==> src/rtl/simon_pkg.sv <==
// Shared definitions for the bit-serial SIMON key schedule: z sequences, FSM states
// and the set of legal (word, key-word, round) configurations.
package simon_pkg;

  // Written so that the leftmost character is z[0].
  localparam logic [61:0] Z0 = 62'b11111010001001010110000111001101111101000100101011000011100110;
  localparam logic [61:0] Z1 = 62'b10001110111110010011000010110101000111011111001001100001011010;
  localparam logic [61:0] Z2 = 62'b10101111011100000011010010011000101000010001111110010110110011;
  localparam logic [61:0] Z3 = 62'b11011011101011000110010111100000010010001010011100110100001111;
  localparam logic [61:0] Z4 = 62'b11010001111001101011011000100000010111000011001010010011101111;

  typedef enum logic [1:0] {ST_LOAD, ST_READY, ST_RUN, ST_DONE} state_t;

  function automatic logic z_lookup(input logic [2:0] sel, input logic [5:0] idx);
    logic [61:0] z;
    case (sel)
      3'd0:    z = Z0;
      3'd1:    z = Z1;
      3'd2:    z = Z2;
      3'd3:    z = Z3;
      default: z = Z4;
    endcase
    return z[6'd61 - idx];
  endfunction

  function automatic logic legal_cfg(input int unsigned n, input int unsigned m,
                                     input int unsigned t);
    return (n == 16 && m == 4 && t == 32) ||
           (n == 24 && m == 3 && t == 36) ||
           (n == 24 && m == 4 && t == 36) ||
           (n == 32 && m == 3 && t == 42) ||
           (n == 32 && m == 4 && t == 44) ||
           (n == 48 && m == 2 && t == 52) ||
           (n == 48 && m == 3 && t == 54) ||
           (n == 64 && m == 2 && t == 68) ||
           (n == 64 && m == 3 && t == 69) ||
           (n == 64 && m == 4 && t == 72);
  endfunction

endpackage

==> src/rtl/simon_bit_shiftreg.sv <==
// Enabled serial shift register holding one key word; shifts toward bit 0 and exposes
// the five lowest bits for the round-key update taps.
module simon_bit_shiftreg #(
  parameter int unsigned DEPTH = 16
) (
  input  logic       clk,
  input  logic       en,
  input  logic       din,
  output logic [4:0] taps
);

  logic [DEPTH-1:0] sr;

  always_ff @(posedge clk) begin
    if (en) sr <= {din, sr[DEPTH-1:1]};
  end

  assign taps = sr[4:0];

endmodule

==> src/rtl/simon_key_schedule_serial_param.sv <==
// Bit-serial SIMON key schedule: loads KEY_M key words serially, then streams round keys
// LSB first under a valid/ready handshake while generating k(i+m) alongside k(i).
module simon_key_schedule_serial_param
  import simon_pkg::*;
#(
  parameter int unsigned WORD_N = 16,
  parameter int unsigned KEY_M  = 4,
  parameter int unsigned ROUNDS = 32,
  parameter int unsigned Z_SEL  = 0
) (
  input  logic       clk,
  input  logic       rst,
  input  logic       load_valid,
  input  logic       load_bit,
  output logic       load_ready,
  input  logic       start,
  output logic       key_valid,
  input  logic       key_ready,
  output logic       key_bit,
  output logic [5:0] bit_idx,
  output logic [6:0] round_idx,
  output logic       round_odd,
  output logic       done
);

  if (!legal_cfg(WORD_N, KEY_M, ROUNDS) || Z_SEL > 4) begin : g_bad_cfg
    $error("simon_key_schedule_serial_param: unsupported configuration");
  end

  localparam logic [7:0] LOAD_LAST  = 8'(WORD_N * KEY_M - 1);
  localparam logic [5:0] LAST_BIT   = 6'(WORD_N - 1);
  localparam logic [6:0] LAST_ROUND = 7'(ROUNDS - 1);
  localparam logic [5:0] WRAP3      = 6'(WORD_N - 3);
  localparam logic [5:0] WRAP4      = 6'(WORD_N - 4);

  state_t state, state_nx;
  logic [7:0] load_cnt;
  logic [5:0] z_idx;
  logic [3:0] side;
  logic [KEY_M-1:0][4:0] taps;
  logic load_acc, xfer, shift_en, chain_in, new_bit;
  logic a3, a4, b0, b1;
  logic [5:0] wrap_off;
  logic unused_taps;

  always_comb begin
    state_nx   = state;
    load_ready = 1'b0;
    key_valid  = 1'b0;
    done       = 1'b0;
    case (state)
      ST_LOAD: begin
        load_ready = 1'b1;
        if (load_valid && load_cnt == LOAD_LAST) state_nx = ST_READY;
      end
      ST_READY: if (start) state_nx = ST_RUN;
      ST_RUN: begin
        key_valid = 1'b1;
        if (key_ready && bit_idx == LAST_BIT && round_idx == LAST_ROUND) state_nx = ST_DONE;
      end
      ST_DONE: begin
        done     = 1'b1;
        state_nx = ST_LOAD;
      end
      default: state_nx = ST_LOAD;
    endcase
  end

  assign load_acc  = load_valid && load_ready;
  assign xfer      = key_ready && key_valid;
  assign shift_en  = load_acc || xfer;
  assign chain_in  = load_ready ? load_bit : new_bit;
  assign key_bit   = taps[0][0];
  assign round_odd = round_idx[0];

  always_ff @(posedge clk) begin
    if (rst) begin
      state     <= ST_LOAD;
      load_cnt  <= '0;
      bit_idx   <= '0;
      round_idx <= '0;
      z_idx     <= '0;
    end else begin
      state <= state_nx;
      if (load_acc) load_cnt <= (load_cnt == LOAD_LAST) ? '0 : load_cnt + 8'd1;
      if (state == ST_DONE) begin
        round_idx <= '0;
        z_idx     <= '0;
      end else if (xfer) begin
        if (bit_idx == LAST_BIT) begin
          bit_idx   <= '0;
          round_idx <= round_idx + 7'd1;
          z_idx     <= (z_idx == 6'd61) ? '0 : z_idx + 6'd1;
        end else begin
          bit_idx <= bit_idx + 6'd1;
        end
      end
    end
  end

  // Low bits of k(i+m-1) leave the word before the top bits need them; keep a copy.
  always_ff @(posedge clk) begin
    if (xfer && bit_idx < 6'd4) side[bit_idx[1:0]] <= taps[KEY_M-1][0];
  end

  // Word q's LSB is k(i+q)[j]; tmp[j] = a[j+3]^a[j+4]^b[j]^b[j+1] (indices mod WORD_N).
  always_comb begin
    wrap_off = bit_idx - WRAP4;
    a4 = (bit_idx < WRAP4) ? taps[KEY_M-1][4] : side[wrap_off[1:0]];
    a3 = (bit_idx < WRAP3) ? taps[KEY_M-1][3] : side[wrap_off[1:0] - 2'd1];
    b0 = 1'b0;
    b1 = 1'b0;
    if (KEY_M == 4) begin
      b0 = taps[1][0];
      // k(i+1)[0] has already shifted down into word 0, one place above its LSB.
      b1 = (bit_idx == LAST_BIT) ? taps[0][1] : taps[1][1];
    end
    new_bit = taps[0][0] ^ a3 ^ a4 ^ b0 ^ b1 ^ (bit_idx >= 6'd2) ^
              ((bit_idx == 6'd0) & z_lookup(3'(Z_SEL), z_idx));
  end

  for (genvar q = 0; q < KEY_M; q++) begin : g_word
    logic din;
    if (q == KEY_M - 1) begin : g_top
      assign din = chain_in;
    end else begin : g_mid
      assign din = taps[q+1][0];
    end
    simon_bit_shiftreg #(.DEPTH(WORD_N)) u_sr (
      .clk  (clk),
      .en   (shift_en),
      .din  (din),
      .taps (taps[q])
    );
  end

  assign unused_taps = ^taps;

endmodule

==> config.mk <==
export PLATFORM = sky130hd
export DESIGN_NAME = simon_key_schedule_serial_param
export DESIGN_NICKNAME = d
export VERILOG_FILES = /design/src/rtl/simon_pkg.sv /design/src/rtl/simon_bit_shiftreg.sv /design/src/rtl/simon_key_schedule_serial_param.sv
export SDC_FILE = /design/constraint.sdc
export NUM_CORES = 1
export LEC_CHECK = 0
export CAP_MARGIN = 20
export CORE_ASPECT_RATIO = 2
export CORE_MARGIN = 2
export CORE_UTILIZATION = 48
export DETAILED_ROUTE_END_ITERATION = 10
export GPL_TIMING_DRIVEN = 0
export PLACE_DENSITY = 0.66
export SYNTH_ARGS = -nofsm -noshare
export SYNTH_HDL_FRONTEND = slang
export SYNTH_SLANG_ARGS = --single-unit
==> constraint.sdc <==
create_clock -name clk -period 2.7 [get_ports clk]
set_clock_uncertainty 0.15 [all_clocks]
set_input_delay 0.405 -clock clk [delete_from_list [all_inputs] [get_ports clk]]
set_output_delay 0.405 -clock clk [all_outputs]
set_load 0.02 [all_outputs]
==> reports/summary.md, run 1 <==
The run finished with clean final reports. Multiplexer fraction of the synthesized cell area: 0.04805. The tools report the buffer cell driving the clock tree root as clkbuf_16. The post-synthesis compound-gate area fraction is 0.04275, and the number of cells traversed by the worst register-to-register path is 7. After floorplanning, the core was divided into 47 placement rows. The number of warnings reported in the yosys synthesis log is 0. The share of post-route cells with drive strength above 1 came out at 0.1454. The horizontal extent of the die was 68.63 µm.

Initial antenna violation count: 0. Worst hold path stage count: 0. The endpoint identified for the worst register-to-register timing path is g_word[3].u_sr.sr[15]$_DFFE_PP_. The worst setup path endpoint is g_word[3].u_sr.sr[15]$_DFFE_PP_.

The most used flip-flop cell after synthesis was edfxtp_1. After global routing the overflow that remains totals 0. Yosys mapped a number of flops with a built-in enable equal to 68. Based on the critical path, the design can be clocked at up to 385.4 MHz. After the first detailed-routing iteration, the DRC count stood at 157.

The repair_antennas step left the layout with diodes totalling 0. The min-delay analysis places its worst path in the category reg -> reg. The logs give 0.1667 for the total routing usage reported by global routing and 11,200 µm for the first-pass GRT wire length.

For the number of hold violations in the final report, the log shows 0. The detail route stage leaves a number of antenna-violating nets equal to 0. TritonCTS built the clock tree. The cell area that synthesis handed to floorplanning was 4010 µm².

Yosys instantiated no cell more often than edfxtp_1. Across the whole layout, storage elements account for 2634 µm². Prior to clock tree synthesis, the placed netlist has a worst setup slack of -377.6 ps. The fraction of the cycle the final worst path needs came out at 0.9610. The routed layout has 2,348 vias.

Compared with the post-synthesis result, the final layout area differs by 19.63%. The worst-case IR drop observed on VDD is 0.4107 mV. For the tightest slew margin relative to the limit, the log shows 0.6059. Xor/xnor share of the synthesized area: 0.04805.

The count of buffers inserted at the top-level ports works out to 23. The run gives 320 as the net count of the mapped netlist. The logs give 105.4 ps for the setup slack of the critical path after layout and 97 for the number of clock sinks.

The reg-to-reg setup timing slack is 110 ps, and the via density per instance is 5.398. The design draws 2.947 mW. The utilization of the core after routing was 0.5869; the via count of the first global-routing pass was 2,326. Setup repair after global routing left no endpoint under its margin. The async set or reset register ratio after synthesis works out to 0.

For the setup-violating endpoint count in the final report, the log shows 0. The layout has 636 filler cells. The core region is 8174 µm².

After clock tree synthesis, the clock-pin slew on the worst setup and hold paths is 70 ps. The wire-length estimate of the detail-placed layout is 4590 µm. The wire length per cell after detailed routing came out at 15.66 µm. Sorting the synthesized cells by how often they occur yields 68 x edfxtp_1, 34 x nor2_1, 29 x dfxtp_1.

STA puts the critical path data arrival time at 2530 ps. Summed over all cells, the static leakage comes to 1.683 nW. The starting utilization of the core area is 0.4906, and the fraction of synthesized cell area taken by the top area cell type is 0.5092.

For the pin count of the biggest net entering global routing, the log shows 41. For the weighted congestion at the end of routability-driven global placement, the log shows 0.8280. The count of different cell masters after synthesis came out at 46. In this run the number of H-tree levels came out at 3. The later pin in the worst-skew pair is clocked with a latency of 340 ps.

The tools report the startpoint of the tightest hold check path as g_word[0].u_sr.sr[12]$_DFFE_PP_. In this run the critical register-to-register path is launched from bit_idx[1]$_SDFFE_PP0P_. Fraction of the yosys area taken by sequential cells: 0.6540.

After synthesis, the cell types taking the most area are edfxtp_1 51%, dfxtp_1 14%, ha_1 5.9%. The final-report max-slew violation count is 0, and the final critical delay including setup and external delays is 2595 ps. The tools report the count of pins on the block boundary as 24.

The worst setup path is captured at a flop. Across the run, the number of max-cap violations was 0. In this run the worst path has a maximum fanout of 6. Adding up every negative setup slack in the final design gives 0 ps.

The combinational family with the most area after synthesis was simple AND/OR/NAND/NOR gates. Element type at the critical path start: a flop. The basic-gate share of the synthesized area counting and, or, nand and nor cells is 0.1264, and the number of remaining DRC errors is 0.

Synthesis handed over a netlist of 295 instances. The most area-hungry cell type in the Yosys netlist is edfxtp_1. The mean cell area of the mapped netlist was 13.59 µm². By startpoint and endpoint, the worst setup path is classified as reg -> reg. Area taken by multi-input logic gates: 1374 µm². The wire length reported by the detailed router is 6812 µm, and the die area is 9146 µm².

At the pin with the least slew margin, the transition time is 589.0 ps. The tools report the final hold slack as 266.9 ps. The clock passes through at most 2 buffers. The first detailed-routing pass took 4 iterations.

The number of synthesized register bits was 97; the number of buffers created by CTS was 9. In the final design database the tool counted 357 nets. For the worst setup path, the data required time is 2640 ps.

The adder-cell share of the synthesized area works out to 0.05928. From bottom edge to top edge, the die measures 133.3 µm. Launching instance or port of the critical path: bit_idx[1]$_SDFFE_PP0P_. In this run the power density over the cells is 614.3 nW/µm². In this run, post-CTS hold repair placed 0 buffers.
-- timing repair --
item / in CTS / in global routing
setup buffers: 3 / 0
pin swaps: 1 / 0
resized for setup: 11 / 8
endpoints found under the setup margin: 1 / 10
-- critical path, cell delays in order, from the launching register on --
cell and delay [ps]:
dfxtp_4 350, buf_4 150, mux4_2 520, mux2i_1 190
nor3_1 80, a211o_1 300, a2111oi_2 340, and3b_2 260
-- layout make-up --
cell class | instances | area share
Tap cell | 98 | 0.02556
Sequential cell | 97 | 0.5490
Inverter | 9 | 0.007042
Buffer | 7 | 0.01017
Clock inverter | 6 | 0.01721
Timing Repair Buffer | 27 | 0.05686
Clock buffer | 10 | 0.04773
Multi-Input combinational cell | 181 | 0.2864
-- worst min-delay path by stage --
| stage | end | slack, ps |
|---|---|---|
| floorplan | g_word[0].u_sr.sr[10]$_DFFE_PP_ | 250 |
| global placement | g_word[1].u_sr.sr[1]$_DFFE_PP_ | 260 |
| detailed placement | g_word[0].u_sr.sr[3]$_DFFE_PP_ | 250 |
| CTS | g_word[0].u_sr.sr[11]$_DFFE_PP_ | 270 |
| global route | g_word[3].u_sr.sr[1]$_DFFE_PP_ | 270 |
| finish | g_word[0].u_sr.sr[11]$_DFFE_PP_ | 270 |
-- placed cells by master (no fill, tap or decap), types with 2 or more instances in the layout --
cell,n
nand4_1,8
nor2b_1,3
a211o_1,2
ha_1,17
mux2_2,2
nand3_1,11
nor3_1,6
and2_1,4
a21oi_1,8
bufinv_16,2
nand2_1,18
a31o_2,2
dfxtp_1,26
and3_1,4
buf_4,4
inv_2,3
o211ai_1,2
clkinv_2,2
nand3b_1,2
inv_1,6
o21ai_0,3
xor2_1,14
clkbuf_16,9
clkdlybuf4s50_1,23
mux2i_1,6
clkbuf_1,3
xnor2_1,7
edfxtp_1,68
ha_4,2
nor2_1,34
mux2i_4,2
dfxtp_4,3
mux4_2,4
-- power breakdown --
group	internal, mW	switching [mW]
Sequential	1.58	0.00220
Combinational	0.0161	0.0321
Clock	0.806	0.506
-- metal layers --
| layer | GRT usage | wire length (µm) | vias up |
|---|---|---|---|
| met5 | 0 | 0 | - |
| met4 | 0.07667 | 138 | 0 |
| met3 | 0.04561 | 233 | 11 |
| met2 | 0.2666 | 3582 | 51 |
| met1 | 0.2032 | 2857 | 1132 |
| li1 | - | - | 1154 |
-- flip-flops by register name, indices dropped and copies added (netlist names) --
register,count
z_idx,6
bit_idx,6
state,2
side,4
load_cnt,8
round_idx,7
g_word.u_sr.sr,64
-- cells by family after synthesis --
group | Yosys count
fa+ha+maj | 19
simple gates | 101
mux | 14
flops | 97
compound gates | 25
buf+inv | 17
xor+xnor | 22
-- metrics by stage --
stage	cell area [µm²]	instances
6_report	4797	435
4_1_cts	4747	435
5_1_grt	4797	435
2_1_floorplan	4015	295
3_3_place_gp	4368	416
3_5_place_dp	4388	417
No activity file was read; power rests on OpenSTA's default activity.
==> run 2: changes to the inputs <==
- GPL_ROUTABILITY_DRIVEN: unset -> 0
- SLEW_MARGIN: unset -> 20
- SYNTH_HIERARCHICAL: unset -> 1
==> run 2 against run 1 <==
Net effect:
- total power rose by 0.63%
- maximum frequency rose by 0.75%
- critical endpoint is now g_word[3].u_sr/sr[15]$_DFFE_PP_
- clock power barely moved
- sequential share of layout area rose by 0.43 points
- worst setup slack improved by 19 ps
==> reports/summary.md, run 2 <==
The number of hold violations in the final report was 0. Buffers added to address setup during post-CTS repair amount to 0. The tools report the tightest slew margin relative to the limit as 0.4709.

The layout has 711 filler cells. Across the VDD grid, the largest voltage drop is 0.3219 mV. The count of buffers inserted at the top-level ports works out to 23.

The critical path goes through buf_2 -> or4_4 -> o21a_1 -> a211o_1 -> a211o_1 -> a2111oi_2 -> nor3b_1. In this run the number of cells on the critical path is 7. Sum of negative setup slack: 0 ps. The kind of cell adding the most delay to the critical path was compound AO/OA/AOI/OAI gates.

The most numerous cell type found on the critical path is a211o_1. The worst hold-check path type was reg -> reg. The post-synthesis instance area came out at 4049 µm². The number of cells traversed by the worst register-to-register path works out to 7. For the number of warnings reported in the yosys synthesis log, the log shows 6.

The endpoint identified for the worst register-to-register timing path is g_word[3].u_sr/sr[15]$_DFFE_PP_. Entering global routing, the biggest net connects 65 pins. TritonCTS built the clock tree. Clock latency on the worst-skew pair, taken at its later pin, is 340 ps.

For the residual antenna-violating net count after detailed routing, the log shows 0. Timing would allow up to 388.3 MHz. After floorplanning, the core was divided into 47 placement rows. For the first-pass iteration count of the detailed router, the log shows 4. In the final layout, the registers with the most flip-flops are g_word.u_sr/sr: 64 flops, load_cnt: 8 flops, round_idx: 7 flops. The via density per instance is 5.266. The die area was 9230 µm². Counting flops per register, the top entry is g_word.u_sr/sr. The run gives 2510 ps as the worst path arrival time. Wire length reported by the detailed router: 6739 µm.

The run gives 0.1649 as the total routing usage reported by global routing. The library cells used most frequently in the layout, excluding fill and tap cells, are 68 x edfxtp_1, 29 x nor2_1, 25 x dfxtp_1. The library cell used most frequently in the layout, excluding fill and tap cells, is edfxtp_1. The logs give 97 for the number of clock sinks and 359 for the count of nets after finishing.

The worst flop-to-flop path startpoint is bit_idx[3]$_SDFFE_PP0P_. The number of buffers between clock root and the deepest sink is 2, and the final critical delay including setup and external delays is 2575 ps. Setup-violating endpoint count in the final report: 0. The run gives 0 as the number of max-capacitance violations reported. The number of buffers and inverters on the critical path was 1; the required time of the critical path was 2640 ps. Biggest fanout along the worst timing path: 8. Compared with the post-synthesis result, the final layout area differs by 17.61%. The net count of the mapped netlist came out at 325. Measured along the y axis, the die boundary spans 133.9 µm. After technology mapping, the gate count stands at 300.

The initial antenna violation count came out at 0. The flow ran to the end, and the final reports show no timing, DRC or antenna violations. The setup check on the worst reg-to-reg path leaves a slack of 120 ps. The worst hold path stage count works out to 0. The tools report the total grt overflow as 0.

A synthesized cell averages 13.50 µm². The number of clock buffers added by TritonCTS is 9. In this run, the number of DRC markers left after iteration 0 of detailed routing was 152. The register area was 2635 µm²; the number of levels the H-tree was split into was 3. The largest individual stage delay along the critical path comes from the cell or4_4. After clock tree synthesis, the clock-pin slew on the worst setup and hold paths is 60 ps. In the routed design, unresolved DRC markers number 0.

In this run the clock root is driven by a clkbuf_16. In this run the power density over the cells is 622.7 nW/µm². The fraction of the cycle the final worst path needs came out at 0.9538. The via count of the first global-routing pass was 2,288; the horizontal extent of the die was 68.94 µm. The floorplan step defined a core boundary enclosing 8233 µm².

The count of pins on the block boundary came out at 24. Class of the most critical setup path: reg -> reg. The wire-length estimate of the detail-placed layout is 4462 µm. Final-report max-slew violation count: 0. The worst setup path is launched from a flop. The number of antenna diodes in the final layout is 0.

The share of post-route cells with drive strength above 1 was 0.1420. The multi-input combinational cells in the finished layout cover a total of 1325 µm². The wire length per cell after detailed routing was 15.46 µm. The register with the most flip-flops in the layout has 64 of them.

The first global-routing pass estimated 10,980 µm of wire. STA classifies the critical path endpoint as a flop. In this run the static leakage power is 1.702 nW. Final hold slack: 268.0 ps. The stage delay of the slowest cell on the critical path is 530 ps, and the starting utilization of the core area is 0.4918. Setup repair after global routing could not meet its margin everywhere. The routed layout has 2,296 vias. In this run the worst setup path terminates at g_word[3].u_sr/sr[15]$_DFFE_PP_. The actual transition at the worst max-transition pin is 793.6 ps.

The launching instance or port of the critical path is bit_idx[3]$_SDFFE_PP0P_.
## run 2: power breakdown
| group | total (mW) | internal, mW | switching, mW |
|---|---|---|---|
| registers | 1.59 | 1.59 | 0.00331 |
| clock network | 1.33 | 0.806 | 0.523 |
| logic | 0.0480 | 0.0146 | 0.0334 |
| total | 2.97 | 2.41 | 0.559 |
## run 2: per-stage QoR
step	total power [mW]	setup slack, ps	instances	area, µm²	util
finish	2.965	124.8	436	4762	0.5784
global route	3.072	-12.15	436	4762	0.5784
CTS	3.005	0.3955	436	4730	0.5745
detailed placement	1.674	-140.9	421	4410	0.5357
global placement	1.671	-122.8	421	4405	0.5351
floorplan	1.653	15.93	300	4053	-
## run 2: worst reg2reg max path: cells and delay by family (launching register included)
kind / cells / cell delay [ps]
DFF: 1 / 310
AOI/OAI and AO/OA: 4 / 1080
and+or+nand+nor: 2 / 620
buffers and inverters: 1 / 160
## run 2: area by class of cell
class                           count  area share
Sequential cell                    97      0.5533
Multi-Input combinational cell    178      0.2782
Timing Repair Buffer               23     0.04834
Clock buffer                       10     0.04808
Tap cell                           98     0.02575
Buffer                             15     0.02128
Clock inverter                      5     0.01708
Inverter                           10    0.007882
## run 2: worst min-delay path by stage
stage,slack [ps],startpoint,endpoint
after CTS,270,g_word[2].u_sr/sr[8]$_DFFE_PP_,g_word[2].u_sr/sr[7]$_DFFE_PP_
after floorplan,250,g_word[0].u_sr/sr[11]$_DFFE_PP_,g_word[0].u_sr/sr[10]$_DFFE_PP_
after global placement,260,g_word[1].u_sr/sr[11]$_DFFE_PP_,g_word[1].u_sr/sr[10]$_DFFE_PP_
after detailed placement,250,g_word[0].u_sr/sr[5]$_DFFE_PP_,g_word[0].u_sr/sr[4]$_DFFE_PP_
after global routing,280,g_word[3].u_sr/sr[6]$_DFFE_PP_,g_word[3].u_sr/sr[5]$_DFFE_PP_
final,270,g_word[2].u_sr/sr[3]$_DFFE_PP_,g_word[2].u_sr/sr[2]$_DFFE_PP_
## run 2: layer usage
metal | part of all wire | global-route usage | up-vias
met5 | 0 | 0 | -
met1 | 0.43 | 0.2000 | 1107
li1 | - | - | 1143
met2 | 0.50 | 0.2601 | 33
met4 | 0.028 | 0.09150 | 0
met3 | 0.035 | 0.04195 | 13
## run 2: what timing repair did
item | in CTS | in global routing
pin swaps | 0 | 1
resized for setup | 4 | 11
hold buffers | 0 | 0
setup endpoints to repair | 1 | 2
==> run 3: changes to the inputs <==
- CORE_UTILIZATION: 48 -> 52
- GPL_ROUTABILITY_DRIVEN: 0 -> unset
- PLACE_DENSITY: 0.66 -> 0.71
- SYNTH_HIERARCHICAL: 1 -> unset
==> run 3 against run 2 <==
Net effect:
- core utilization up 4.6 points
- via count grew 3.5%
- sequential power barely moved
- worst setup slack worse by 50 ps
- cell area down 1.1%
- routed wire length is 5.5% higher
- final cell count is 1.4% lower
- non-clock buffer count fell by 4
==> reports/summary.md, run 3 (synthesis results as in run 1) <==
The flow ran to the end, and the final reports show no timing, DRC or antenna violations. The worst path arrival time came out at 2560 ps. The starting utilization of the core area was 0.5315. The register with the most flip-flops is g_word.u_sr.sr.

The logs give 0 for the initial antenna violation count and 204 for the violation count after the first detailed-routing iteration. In this run the remaining antenna-violating nets after routing total 0. Timing would allow up to 381.0 MHz.

The element type at the critical path start is a flop. The count of hold-fix buffers inserted at cts came out at 0. The total grt overflow came out at 0. The sum of negative setup slack is 0 ps. The register with the most flip-flops in the layout has 64 of them. The reg-to-reg critical path endpoint is g_word[3].u_sr.sr[15]$_DFFE_PP_. The first-pass iteration count of the detailed router is 4, and the count of buffers inserted at the top-level ports is 23.

In this run the critical register-to-register path is launched from bit_idx[0]$_SDFFE_PP0P_. For the count of pins on the block boundary, the log shows 24. Setup repair after global routing could not meet its margin everywhere. Setup violations remaining at the end of the flow were counted as 0. The run gives 0.8114 as the weighted congestion at the end of routability-driven global placement. The share of post-route cells with drive strength above 1 was 0.1310.

The critical path is of the reg -> reg type. The pin count of the biggest net entering global routing was 65; the biggest fanout along the worst timing path was 5. The run gives 0.6245 as the utilization of the core after routing. The final route contains 2,376 vias. In this run the core area contains 45 standard-cell rows. After detailed routing, the average wire length per cell comes to 16.54 µm. For this design the ratio of total power to cell area is 584.3 nW/µm².

After clock tree synthesis, the clock-pin slew on the worst setup and hold paths is 60 ps. Final critical delay including setup and external delays: 2625 ps. The largest registers in the layout are g_word.u_sr.sr: 64 flops, load_cnt: 8 flops, round_idx: 7 flops.

In this run the most critical hold path is launched from g_word[3].u_sr.sr[15]$_DFFE_PP_. The hold path endpoint is g_word[3].u_sr.sr[14]$_DFFE_PP_. The logs give 7545 µm² for the core area and 610 for the number of fillers in the final layout. Counting every sink on the clock net gives 97.

Kind of end point of the critical path: a flop. The estimated wirelength of the detail-placed design was 4636 µm; the number of non-filler instances in the completed layout was 430. Vertical extent of the die: 128.2 µm. The reg-to-reg setup timing slack was 80 ps. Number of max-capacitance violations reported: 0.

The worst hold path stage count is 0, and the horizontal extent of the die is 66.10 µm. From synthesis to final layout, the design area changed by 17.50%. IR analysis of the VDD net gives a maximum drop of 0.3123 mV. The clock latency at the later pin of the worst-skew pair is 340 ps, and the number of buffers created by CTS is 9. At the pin with the least slew margin, the transition time is 802.8 ps.

The tightest slew margin relative to the limit was 0.4648; the number of cells traversed by the worst register-to-register path was 8. The tools report the buffer cell driving the clock tree root as clkbuf_16. The tools report the final-report max-slew violation count as 0. TritonCTS built the clock tree. The clock tree synthesis step divided the H-tree into 3 levels. The min-delay analysis places its worst path in the category reg -> reg. After detailed routing, the number of remaining DRC violations is 0.

The fraction of the cycle the final worst path needs was 0.9722; the wire length reported by the detailed router was 7113 µm. In the layout the commonest cells are 68 x edfxtp_1, 34 x nor2_1, 26 x dfxtp_1. After detailed placement, the total cell area comes to 4368 µm².

The count of nets after finishing was 357; the required time of the critical path was 2640 ps. The clock passes through at most 2 buffers. After routing the design area is 4712 µm². The via count of the first global-routing pass is 2,357, and the via density per instance is 5.526. For the die area, the log shows 8473 µm². The number of hold violations in the final report was 0; the setup slack of the critical path after layout was 75.04 ps. The count of antenna diodes in the layout was 0; the worst setup slack after placement was -411.3 ps. The analysis attributes to cell leakage a power of 1.638 nW. The total routing usage reported by global routing was 0.1801.

The post-placement cell count was 412. The library cell used most frequently in the layout, excluding fill and tap cells, is edfxtp_1. The first global-routing pass estimated 11,230 µm of wire.
==> run 3: worst max-delay path by stage <==
stage                                        from                               to  slack, ps  cells after the start
after floorplan             z_idx[1]$_SDFFE_PP0P_  g_word[3].u_sr.sr[15]$_DFFE_PP_         50                      8
after global placement      z_idx[1]$_SDFFE_PP0P_  g_word[3].u_sr.sr[15]$_DFFE_PP_       -330                      8
after detailed placement    z_idx[1]$_SDFFE_PP0P_  g_word[3].u_sr.sr[15]$_DFFE_PP_       -410                      8
after CTS                 bit_idx[1]$_SDFFE_PP0P_  g_word[3].u_sr.sr[15]$_DFFE_PP_          7                      8
after global routing      bit_idx[0]$_SDFFE_PP0P_  g_word[3].u_sr.sr[15]$_DFFE_PP_        -50                      8
final                     bit_idx[0]$_SDFFE_PP0P_  g_word[3].u_sr.sr[15]$_DFFE_PP_         80                      8
==> run 3: power breakdown <==
part	total (mW)	internal [mW]	leakage, nW	switching [mW]
Sequential	1.59	1.59	0.853	0.00229
Combinational	0.0447	0.0132	0.662	0.0315
Clock	1.12	0.613	0.123	0.507
Total	2.75	2.21	1.64	0.541
==> run 3: metal layers <==
metal / GRT usage / wire [µm] / vias to the layer above
li1: - / - / 1140
met1: 0.2167 / 2963 / 1169
met2: 0.2871 / 3658 / 49
met3: 0.03863 / 237 / 18
met4: 0.1152 / 253 / 0
met5: 0 / 0 / -
==> run 3: timing repair <==
item / CTS / global route
setup buffers: 1 / 3
pin swaps: 1 / 3
hold endpoints to repair: 0 / 0
gates resized for setup: 10 / 4
setup endpoints to repair: 1 / 10
==> run 3: metrics by stage <==
step,hold slack [ps],power [mW]
global route,274.4,2.841
global placement,253.5,1.667
detailed placement,255.2,1.668
floorplan,250.3,1.649
CTS,269.3,2.778
finish,269.0,2.753
==> run 3: critical path, cell delays in order (launching register included) <==
cell and delay [ps]:
dfxtp_4 350, inv_1 180, ha_4 240, mux4_2 290
a21boi_1 160, nor3_2 240, o211ai_1 160, a2111oi_2 380
and3b_1 230
==> run 3: cell type report <==
type / instances / area (µm²) / share of cell area
inverter: 9 / 33.78 / 0.007169
sequential: 97 / 2631 / 0.5584
clock buffer: 11 / 232.7 / 0.04939
tap: 94 / 117.6 / 0.02496
clock inverter: 4 / 21.27 / 0.004514
multi-input combinational: 181 / 1366 / 0.2900
timing repair buffer: 27 / 260.3 / 0.05523
buffer: 7 / 48.80 / 0.01036
